## src/rtl/mem_access_unit.sv

```systemverilog
// Load/store initiator for a word-addressed memory with combinational read data.
// Sub-word stores are handled as a read-modify-write; misaligned or illegal sizes report an error.
module mem_access_unit (
    input  logic        clk,
    input  logic        rst,
    input  logic        req,
    input  logic        we,
    input  logic [2:0]  funct3,
    input  logic [31:0] addr,
    input  logic [31:0] wdata,
    output logic        busy,
    output logic        done,
    output logic [31:0] load_data,
    output logic        misaligned,
    output logic [31:0] Address,
    output logic [31:0] Wdata,
    output logic        MemRead,
    output logic        MemWrite,
    input  logic [31:0] Rdata
);

    typedef enum logic [2:0] {IDLE, RD, WR, RMW_RD, RMW_WR, ERR, DONE} state_t;

    state_t      state_q, state_d;
    logic [2:0]  funct3_q;
    logic [31:0] addr_q, wdata_q, merge_q, load_data_q;
    logic        bad_req;
    logic [7:0]  rd_byte;
    logic [15:0] rd_half;
    logic [31:0] ext_d, merged;
    logic [31:0] word_addr;

    assign word_addr = {addr_q[31:2], 2'b00};

    // Size legality and alignment are judged on the live inputs at acceptance.
    always_comb begin
        bad_req = 1'b0;
        case (funct3)
            3'b000, 3'b100: bad_req = 1'b0;
            3'b001, 3'b101: bad_req = addr[0];
            3'b010:         bad_req = (addr[1:0] != 2'b00);
            default:        bad_req = 1'b1;
        endcase
    end

    always_comb begin
        state_d = state_q;
        case (state_q)
            IDLE: if (req) begin
                if (bad_req)              state_d = ERR;
                else if (!we)             state_d = RD;
                else if (funct3 == 3'b010) state_d = WR;
                else                      state_d = RMW_RD;
            end
            RD:      state_d = DONE;
            WR:      state_d = DONE;
            RMW_RD:  state_d = RMW_WR;
            RMW_WR:  state_d = DONE;
            ERR:     state_d = IDLE;
            DONE:    state_d = IDLE;
            default: state_d = IDLE;
        endcase
    end

    always_comb begin
        rd_byte = Rdata[7:0];
        case (addr_q[1:0])
            2'd0: rd_byte = Rdata[7:0];
            2'd1: rd_byte = Rdata[15:8];
            2'd2: rd_byte = Rdata[23:16];
            2'd3: rd_byte = Rdata[31:24];
            default: rd_byte = Rdata[7:0];
        endcase
        rd_half = addr_q[1] ? Rdata[31:16] : Rdata[15:0];
        ext_d = Rdata;
        case (funct3_q)
            3'b000:  ext_d = {{24{rd_byte[7]}}, rd_byte};
            3'b100:  ext_d = {24'h0, rd_byte};
            3'b001:  ext_d = {{16{rd_half[15]}}, rd_half};
            3'b101:  ext_d = {16'h0, rd_half};
            default: ext_d = Rdata;
        endcase
    end

    // funct3_q[1:0] == 00 selects a byte lane, anything else reaching RMW is a halfword.
    always_comb begin
        merged = merge_q;
        if (funct3_q[1:0] == 2'b00) begin
            case (addr_q[1:0])
                2'd0: merged[7:0]   = wdata_q[7:0];
                2'd1: merged[15:8]  = wdata_q[7:0];
                2'd2: merged[23:16] = wdata_q[7:0];
                2'd3: merged[31:24] = wdata_q[7:0];
                default: merged = merge_q;
            endcase
        end else if (addr_q[1]) begin
            merged[31:16] = wdata_q[15:0];
        end else begin
            merged[15:0] = wdata_q[15:0];
        end
    end

    always_comb begin
        busy       = (state_q != IDLE);
        done       = 1'b0;
        misaligned = 1'b0;
        MemRead    = 1'b0;
        MemWrite   = 1'b0;
        Address    = 32'h0;
        Wdata      = 32'h0;
        case (state_q)
            RD, RMW_RD: begin
                MemRead = 1'b1;
                Address = word_addr;
            end
            WR: begin
                MemWrite = 1'b1;
                Address  = word_addr;
                Wdata    = wdata_q;
            end
            RMW_WR: begin
                MemWrite = 1'b1;
                Address  = word_addr;
                Wdata    = merged;
            end
            ERR: begin
                done       = 1'b1;
                misaligned = 1'b1;
            end
            DONE:    done = 1'b1;
            default: ;
        endcase
    end

    assign load_data = load_data_q;

    always_ff @(posedge clk or posedge rst) begin
        if (rst) begin
            state_q     <= IDLE;
            funct3_q    <= 3'b0;
            addr_q      <= 32'h0;
            wdata_q     <= 32'h0;
            merge_q     <= 32'h0;
            load_data_q <= 32'h0;
        end else begin
            state_q <= state_d;
            if (state_q == IDLE && req) begin
                funct3_q <= funct3;
                addr_q   <= addr;
                wdata_q  <= wdata;
            end
            if (state_q == RD)     load_data_q <= ext_d;
            if (state_q == RMW_RD) merge_q     <= Rdata;
        end
    end

endmodule
```

## config.mk

```make
export PLATFORM = sky130hd
export DESIGN_NAME = mem_access_unit
export DESIGN_NICKNAME = d
export VERILOG_FILES = /design/src/rtl/mem_access_unit.sv
export SDC_FILE = /design/constraint.sdc
export NUM_CORES = 1
export LEC_CHECK = 0
export ABC_AREA = 1
export CAP_MARGIN = 0
export CORE_MARGIN = 3
export CORE_UTILIZATION = 44
export CTS_CLUSTER_DIAMETER = 50
export DETAILED_ROUTE_END_ITERATION = 6
export PLACE_DENSITY_LB_ADDON = 0.2
export SLEW_MARGIN = 20
export SYNTH_ARGS = -nofsm -noshare
export SYNTH_HDL_FRONTEND = slang
export SYNTH_SLANG_ARGS = --single-unit
```

## constraint.sdc

```tcl
create_clock -name clk -period 4.4 [get_ports clk]
set_input_delay 0.88 -clock clk [delete_from_list [all_inputs] [get_ports clk]]
set_output_delay 0.88 -clock clk [all_outputs]
set_load 0.02 [all_outputs]
```

Word-level counts from Yosys, hierarchy flattened
Cells that the tools add are included.

storage, ports and cells
  flip-flop bits (word level) = 134
  output and inout port bits = 101
  logic and storage cells = 60

operators by class
  eq/ne operators = 17
  muxes and demuxes = 22
  reductions and logical operators = 15

operators by type and width
  operator                                        count
  case mux 32 bit (4 select lines)                1
  2-to-1 mux 32 bit                               2
  case mux 32 bit (2 select lines)                1
  2-to-1 mux 16 bit                               3
  2-to-1 mux 8 bit                                4
  case mux 8 bit (4 select lines)                 1
  == test 3 bit (second input constant)           7
  OR reduction 2 bit                              5
  == test 3 x 1 -> 1 bit (second input constant)  3
  == test 3 x 2 -> 1 bit (second input constant)  3
  zero test 3 bit                                 3
  case mux 3 bit (3 select lines)                 1
  2-to-1 mux 3 bit                                2
  2-to-1 mux 1 bit                                5
  == test 2 bit (second input constant)           2
  zero test 2 bit                                 2
  OR reduction 4 bit                              1
  case mux 1 bit (3 select lines)                 1
  nonzero test 3 bit                              1
  OR reduction 3 bit                              1
  == test 2 x 1 -> 1 bit (second input constant)  1
  2-to-1 mux 2 bit                                1
  inequality test 2 bit (second input constant)   1
  nonzero test 2 bit                              1
  logical AND 1 bit                               1

Longest topological paths before layout
Gate-level depths: netlist of the first run.

  depth in word-level cells = 6
  gate-level depth with buffers = 10
  depth with buffers taken out = 9

Worst setup path before layout of the first run
No wires, ideal clock.

  path type = reg-to-output
  from = register funct3_q[1]
  to = output Wdata[7]
  data arrival time = 1,462 ps
  required time = 3,520 ps
  setup slack = 2,058 ps
  cell stages (with the launch flop) = 11
  buffers on the path = 3
  cell sequence = dfrtp_1 -> buf_6 -> inv_4 -> nand2_1 -> buf_2 -> inv_2 -> buf_4 -> o21ai_0 -> o22ai_1 -> nand2_1 -> o21ai_0

between the ends
  cells in the longest elaborated chain, start to end = 3

RTL lines
  what                              line  RTL
  start, declared                   25    logic [2:0] funct3_q;
  start signal, assigned            148   funct3_q <= funct3;
  zero test 2 bit                   88    if (funct3_q[1:0] == 2'b00) begin
  2-to-1 mux 32 bit                 88
  case mux 32 bit (2 select lines)  111   case (state_q)
  end, declared                     16    output logic [31:0] Wdata,

Every way passes these cells.

Worst setup path in the final report of the first run
  from = register state_q[1]
  to = output Address[8]

between the ends
  cells in the longest elaborated chain, start to end = 3
  elaborated cells on any way between the ends = 6
  classes of those cells = 4 x eq/ne; 1 x mux; 1 x reduce/logical

RTL lines
  what                                                  line  RTL
  start, declared                                       24    state_t state_q, state_d;
  start signal, assigned                                146   state_q <= state_d;
  == test 3 x 1 -> 1 bit, or another cell as far along  111
  OR reduction 4 bit (no line) (*)                      -
  2-to-1 mux 32 bit (*)                                 111
  end, declared                                         15    output logic [31:0] Address,

Every way passes the cells marked *; elsewhere a longest branch is shown, timed or not.

==> impl_results.md, run 1 <==
- Status: finished clean
- FF/Latch Area: 0.003353 mm^2
- Gate power share: 54.3%
- Commonest cells in the netlist: nand2_1 (386), dfrtp_1 (134), o21ai_0 (123), inv_1 (97), nor2_1 (77)
- Primary FF master, synth: dfrtp_1
- FP Rows: 46
- Flop pwr share: 27.5%
- Die W: 135.5 um
- CP max FO: 30
- P per Cell Area: 844.5 mW/mm^2
- R2r setup slk: 1.99 ns
- Switching Share: 45.02%
- Cells after DPL: 1,427
- Fmax: 0.2506 GHz
- Slew HR: 38.08%
- Final WS setup: between 0.4 and 0.5 ns
- Final HPWL DP: 16,540 um
- Vias: ~7,500
- Post-synth cell types: 30
- Global routing usage on met1: a little over a third
- Synth top area share: 45.42%
- Dominant cells by area after synthesis: dfrtp_1 (45%), nand2_1 (20%), o21ai_0 (8.3%)
- FFs w/ async S/R, synth: 100.0%
- Area Growth Syn to Fin: 36.78%
- Tot GR Track Use: 26.01%
- Final Critical Period: ~4 ns
- Yosys reg bits: around 130
- Clk_lat worst skew: 0.42 ns
- Critical setup path kind: reg2out
- DRC Markers: 0
- Drt initial violations: approximately 720
- Synth Area per Inst: 6.971 um^2
- Longest Clk Path Bufs: 2
- DIE AREA: 0.01837 mm^2
- Worst Tran Pin Value: 0.9268 ns
- Setup TNS: 0 ns
- Layout filler cell count: 1,463
- Die height: 135.5 um
- CTS tree: done
- Routed Antenna Nets: 0
- H-tree Lvls: 4
- Post-synth top area cell: dfrtp_1
- Min-delay worst type: reg2reg
- Setup Viol. Count Final: 0
- Overflow after GRT: 0
- Post-Syn Area: 0.007382 mm^2
- Clk pwr share: 18.2%
- Post-CTS Resized: 0
- Final period utilization: 90.70%
- Final hold violation count: 0
- Vias/cell: 5.170
- Leak pwr: 4.992 nW
- IO Port Bufs: 201
- Worst-path clk slew: 0.06 ns
- Register area share after synthesis: 45.42%
- Root Buffer: clkbuf_16
- WL/cell: 16.20 um
- Largest net degree at the start of global routing: 52
- # diodes: 0
- Fin nets: 1,333
- Fin Clk Skew: roughly 0.007 ns
- Post-CTS Setup Inserts: 0
- Core box area: 0.01617 mm^2
- Pint: 4.688 mW
- Number of synthesized flops with an enable pin: 0
- GR peak layer: met2
- Starting Density: 45.64%
- Fin area: 0.01010 mm^2
- Cell Area, Placed: 0.009459 mm^2
- Layout cells sized above 1: 6.597%
- First-pass GRT wire length: 37,380 um
- M2 GR Usage: 39.85%
- Total power: 8.527 mW
- Initial antenna violation count: 0
- Arrival time worst endpoint: 3.11 ns
- Most numerous cell in the Yosys netlist: nand2_1
- RSZ-0062 raised after global routing: false
- Clock sink count: 134
- Mapped Cells: 1,059
- Sw power: roughly 3.8 mW
- Hold Crit Depth: 2
- Slew Viols, Final: 0
- Worst Path Required: 3.52 ns
- Num CTS Buffers: 17
- Post-CTS Hold Buffers: 0
- Vias in the first global route: 7,154
- GR Util met3: 8.284%
- Final Wtd Congestion: 0.9101
- Startpoint Class: flop
- Area of the multi-input gates: 0.003268 mm^2
- I/O Pins: 204
- Synth Warn #: 0
- Final Non-Filler Cells: 1,459
- Worst VDD drop: 0.4042 mV
- Reg2reg path depth: 8
- Maxcap violations: 0
- Final wirelength: 23,640 um
- Pre-CTS setup slack: a little over 0.8 ns
- CP Capture Type: primary output
- TritonRoute pass-1 iters: 5
-- path summary, 6_finish.rpt --
| kind | to | startpoint |
|---|---|---|
| setup / recovery | Address[8] | state_q[1] |
| hold / removal | wdata_q[26] | wdata_q[26] |
| setup reg to reg | load_data[29] | addr_q[1] |
| hold reg to reg | wdata_q[26] | wdata_q[26] |
| max in group asynchronous | merge_q[24] | rst |
| min in group asynchronous | load_data[28] | rst |
-- metal layers --
layer / wire [um] / vias up / part of all wire (%)
met4: 672 / 0 / 2.8
met3: 2372 / 50 / 10
met2: 10700 / 379 / 45
li1: - / 3664 / -
met1: 9900 / 3450 / 42
met5: 0 / - / 0
-- final cells by class --
cell class	instances	share of cell area (%)
flip-flops and latches	134	33.21
inverters	115	4.337
clock buffers	19	4.287
repair buffers	215	21.09
multi-input cells	747	32.37
clock inverters	13	2.032
well taps	216	2.677
-- placed cells by master, fill, tap and decap left out --
cell	netlist	routed
bufinv_16	0	5
clkdlybuf4s50_1	0	201
o21ai_0	123	123
clkinvlp_4	0	4
a21oi_1	51	51
clkbuf_16	0	17
nor2_4	2	2
o22ai_1	17	17
o211ai_1	11	11
or2_1	8	8
inv_2	17	17
clkinv_4	0	2
mux2_2	1	1
clkinv_2	0	3
dfrtp_1	134	134
nand4_1	4	4
nor2_2	4	5
clkbuf_1	24	2
buf_12	0	1
o21ai_2	1	1
nor2_1	77	76
nand2_1	386	386
nor3_1	1	1
o21ai_1	16	16
nand3_1	31	31
buf_4	15	13
nand2_2	1	1
inv_4	1	1
or2_2	9	9
inv_1	97	96
conb_1	1	2
nand3b_1	1	1
a21boi_0	1	1
-- stage by stage --
step           hold WS (ns)  util, %
5_1_grt              0.4938    62.43
4_1_cts              0.4810    62.43
2_1_floorplan        0.4492        -
3_3_place_gp         0.4621    58.49
3_5_place_dp         0.4653    58.49
6_report             0.4770    62.43
-- kinds of logic after synthesis --
group / share of synthesized area [%]
and+or+nand+nor: 28.32
buffers and inverters: 10.39
other: 0.05080
AOI/OAI and AO/OA: 15.66
DFF: 45.42
muxes: 0.1525
-- power by group through the flow --
stage	clock network [mW]	logic, mW	registers (mW)
floorplan	0	2.81	2.34
global placement	0	4.54	2.33
detailed placement	0	4.60	2.32
CTS	1.57	4.62	2.32
global route	1.63	5.11	2.40
finish	1.55	4.63	2.34
-- registers in the layout (all words and copies together) (netlist names) --
signal / count
addr_q: 32
load_data: 32
merge_q: 32
wdata_q: 32
funct3_q: 3
state_q: 3
-- worst max-delay path, stage by stage (launching register included) --
cell             delay, ns
dfrtp_1               0.49
nand2_1               0.16
nor2_4                0.34
inv_2                 0.25
o21ai_2               0.17
nor2_2                0.07
inv_2                 0.38
nand2_1               0.15
inv_2                 0.07
clkdlybuf4s50_1       0.59
No activity file was read; power rests on OpenSTA's default activity.
==> run 2: changes to the inputs <==
- CORE_UTILIZATION: 44 -> 49
- TNS_END_PERCENT: unset -> 10
- clock period: 4.4 -> 3.8 ns (I/O delays scaled with it)
==> run 2 against run 1 <==
Effect of this change: die area shrank 9.8%; wire length shrank 3.5%; sequential power grew 16%; critical path depth is the same; critical endpoint is now Address[9].
==> impl_results.md, run 2 (synthesis results as in run 1) <==
- Status: finished clean
- Reg2reg path depth: 8 (unchanged)
- Final wirelength: 22,820 um (-3.5%)
- Slew Viols, Final: 0 (unchanged)
- Vias: 7,572 (+0.38%)
- Startpoint Class: flop
- Final Non-Filler Cells: 1,428 (-2.1%)
- Pre-CTS setup slack: 0.4253 ns (-0.4062 ns)
- Cells after DPL: 1,397 (-2.1%)
- Worst Tran Pin Value: 0.8826 ns (-0.04422 ns)
- Critical setup path kind: reg2out
- Longest Clk Path Bufs: 2 (unchanged)
- Clk_lat worst skew: 0.42 ns (about the same)
- Clock sink count: 134 (unchanged)
- Worst VDD drop: 0.5985 mV (+48%)
- FP Rows: 44 (-4.3%)
- Fin nets: 1,335 (+0.15%)
- Initial antenna violation count: 0 (unchanged)
- Tot GR Track Use: 27.69% (+1.7 points)
- Root Buffer: clkbuf_16
- Hold Path End: load_data[1]
- Die height: 128.7 um (-5.0%)
- Largest net degree at the start of global routing: 52 (unchanged)
- Drt initial violations: 891 (+23%)
- I/O Pins: 204 (unchanged)
- DRC Markers: 0 (unchanged)
- Vias/cell: 5.303 (+2.6%)
- Num CTS Buffers: 17 (unchanged)
- Hold Crit Depth: 2 (unchanged)
- Setup TNS: 0 ns (unchanged)
- Leak pwr: 4.972 nW (-0.40%)
- Worst Path Required: 3.04 ns (-0.48 ns)
- CP Capture Type: primary output
- Routed Antenna Nets: 0 (unchanged)
- CP max FO: 30 (unchanged)
- H-tree Lvls: 4 (unchanged)
- Final WS setup: 0.1915 ns (-0.2179 ns)
- DIE AREA: 0.01657 mm^2 (-9.8%)
- Layout cells sized above 1: 6.913% (+0.32 points)
- Worst flop-to-flop path startpoint: addr_q[1]
- IO Port Bufs: 201 (unchanged)
- Slew HR: 41.04% (+3.0 points)
- Min-delay worst type: reg2reg
- Worst-path clk slew: 0.06 ns (about the same)
- WL/cell: 15.98 um (-1.4%)
- RSZ-0062 raised after global routing: true
- Final hold violation count: 0 (unchanged)
- Fin Clk Skew: 0.006666 ns (-0.0003031 ns)
- R2r setup slk: 1.46 ns (-0.53 ns)
- Commonest non-fill, non-tap cells in the layout: nand2_1 (386), clkdlybuf4s50_1 (201), dfrtp_1 (134)
- Arrival time worst endpoint: 2.85 ns (-0.26 ns)
- Final period utilization: 94.96%
- Area Growth Syn to Fin: 35.78%
- Fmax: 0.2771 GHz
- Commonest non-fill, non-tap cell in the layout: nand2_1
- # diodes: 0 (unchanged)
- Post-CTS Hold Buffers: 0 (unchanged)
- Final Wtd Congestion: 0.9680 (+6.4%)
- Die W: 128.7 um (-5.0%)
- Starting Density: 50.41% (+4.8 points)
- Final Critical Period: 3.609 ns
- Reg2Reg Capture Point: load_data[31]
- Vias in the first global route: 7,048 (-1.5%)
- Hold Crit Start: load_data[1]
- Setup Viol. Count Final: 0 (unchanged)
- Core box area: 0.01464 mm^2 (-9.5%)
- CTS tree: done
- Final HPWL DP: 16,230 um (-1.8%)
- First-pass GRT wire length: 36,230 um (-3.1%)
- Overflow after GRT: 0 (unchanged)
- TritonRoute pass-1 iters: 6 (+1)
- P per Cell Area: 967.0 mW/mm^2 (+15%)
- Maxcap violations: 0 (unchanged)
[run 2: layout make-up]
cell class | instances | area [um^2]
multi-input cells | 747 | 3271
fillers | 1276 | 4621
flip-flops and latches | 134 | 3353
well taps | 184 | 230.2
repair buffers | 217 | 2161
inverters | 115 | 442.9
clock buffers | 17 | 425.4
clock inverters | 14 | 140.1
[run 2: report_power, final]
group	total, mW	internal, mW	switching (mW)
combinational	5.39	2.16	3.22
sequential	2.71	2.13	0.579
clock	1.60	0.915	0.680
total	9.69	5.21	4.48
[run 2: stage by stage]
step	util, %	total power [mW]	hold WS (ns)	cell area, um^2
finish	68.45	9.693	0.4776	10020
global route	68.45	10.40	0.4994	10020
CTS	68.39	9.682	0.4816	10010
detailed placement	64.51	8.038	0.4650	9447
global placement	64.51	7.968	0.4630	9447
floorplan	-	5.967	0.4492	7390
[run 2: per-layer routing]
metal  up-vias  wire length [um]  global-route usage (%)
met1      3503              9468                   37.81
met3        44              2143                   8.261
met5         -                 0                       0
li1       3665                 -                       -
met2       360             10720                   42.90
met4         0               489                   8.338
[run 2: worst max-delay path by stage]
stage                     startpoint           to  slack [ns]  cells after the start
final                     state_q[1]   Address[9]        0.19                      9
after detailed placement  state_q[1]   Address[9]        0.43                      9
after global placement    state_q[1]   Address[6]        0.45                      9
after CTS                 state_q[1]   Address[9]        0.13                      9
after global routing      state_q[1]  Address[24]       -0.02                      9
after floorplan                  rst    addr_q[0]        1.37                      1
[run 2: repair_timing]
item / 4_1_cts / 5_1_grt
pin swaps: 0 / 0
resized for setup: 1 / 3
setup endpoints to repair: 13 / 37
buffers inserted: 0 / 0
endpoints found under the hold margin: 0 / 0
[run 2: critical path, stage by stage (launching register included)]
cell and delay, ns:
dfrtp_1 0.48, nand2_1 0.16, nor2_4 0.34, inv_2 0.25
o21ai_2 0.15, nor2_2 0.09, inv_6 0.20, nand2_1 0.11
inv_2 0.05, clkdlybuf4s50_1 0.59
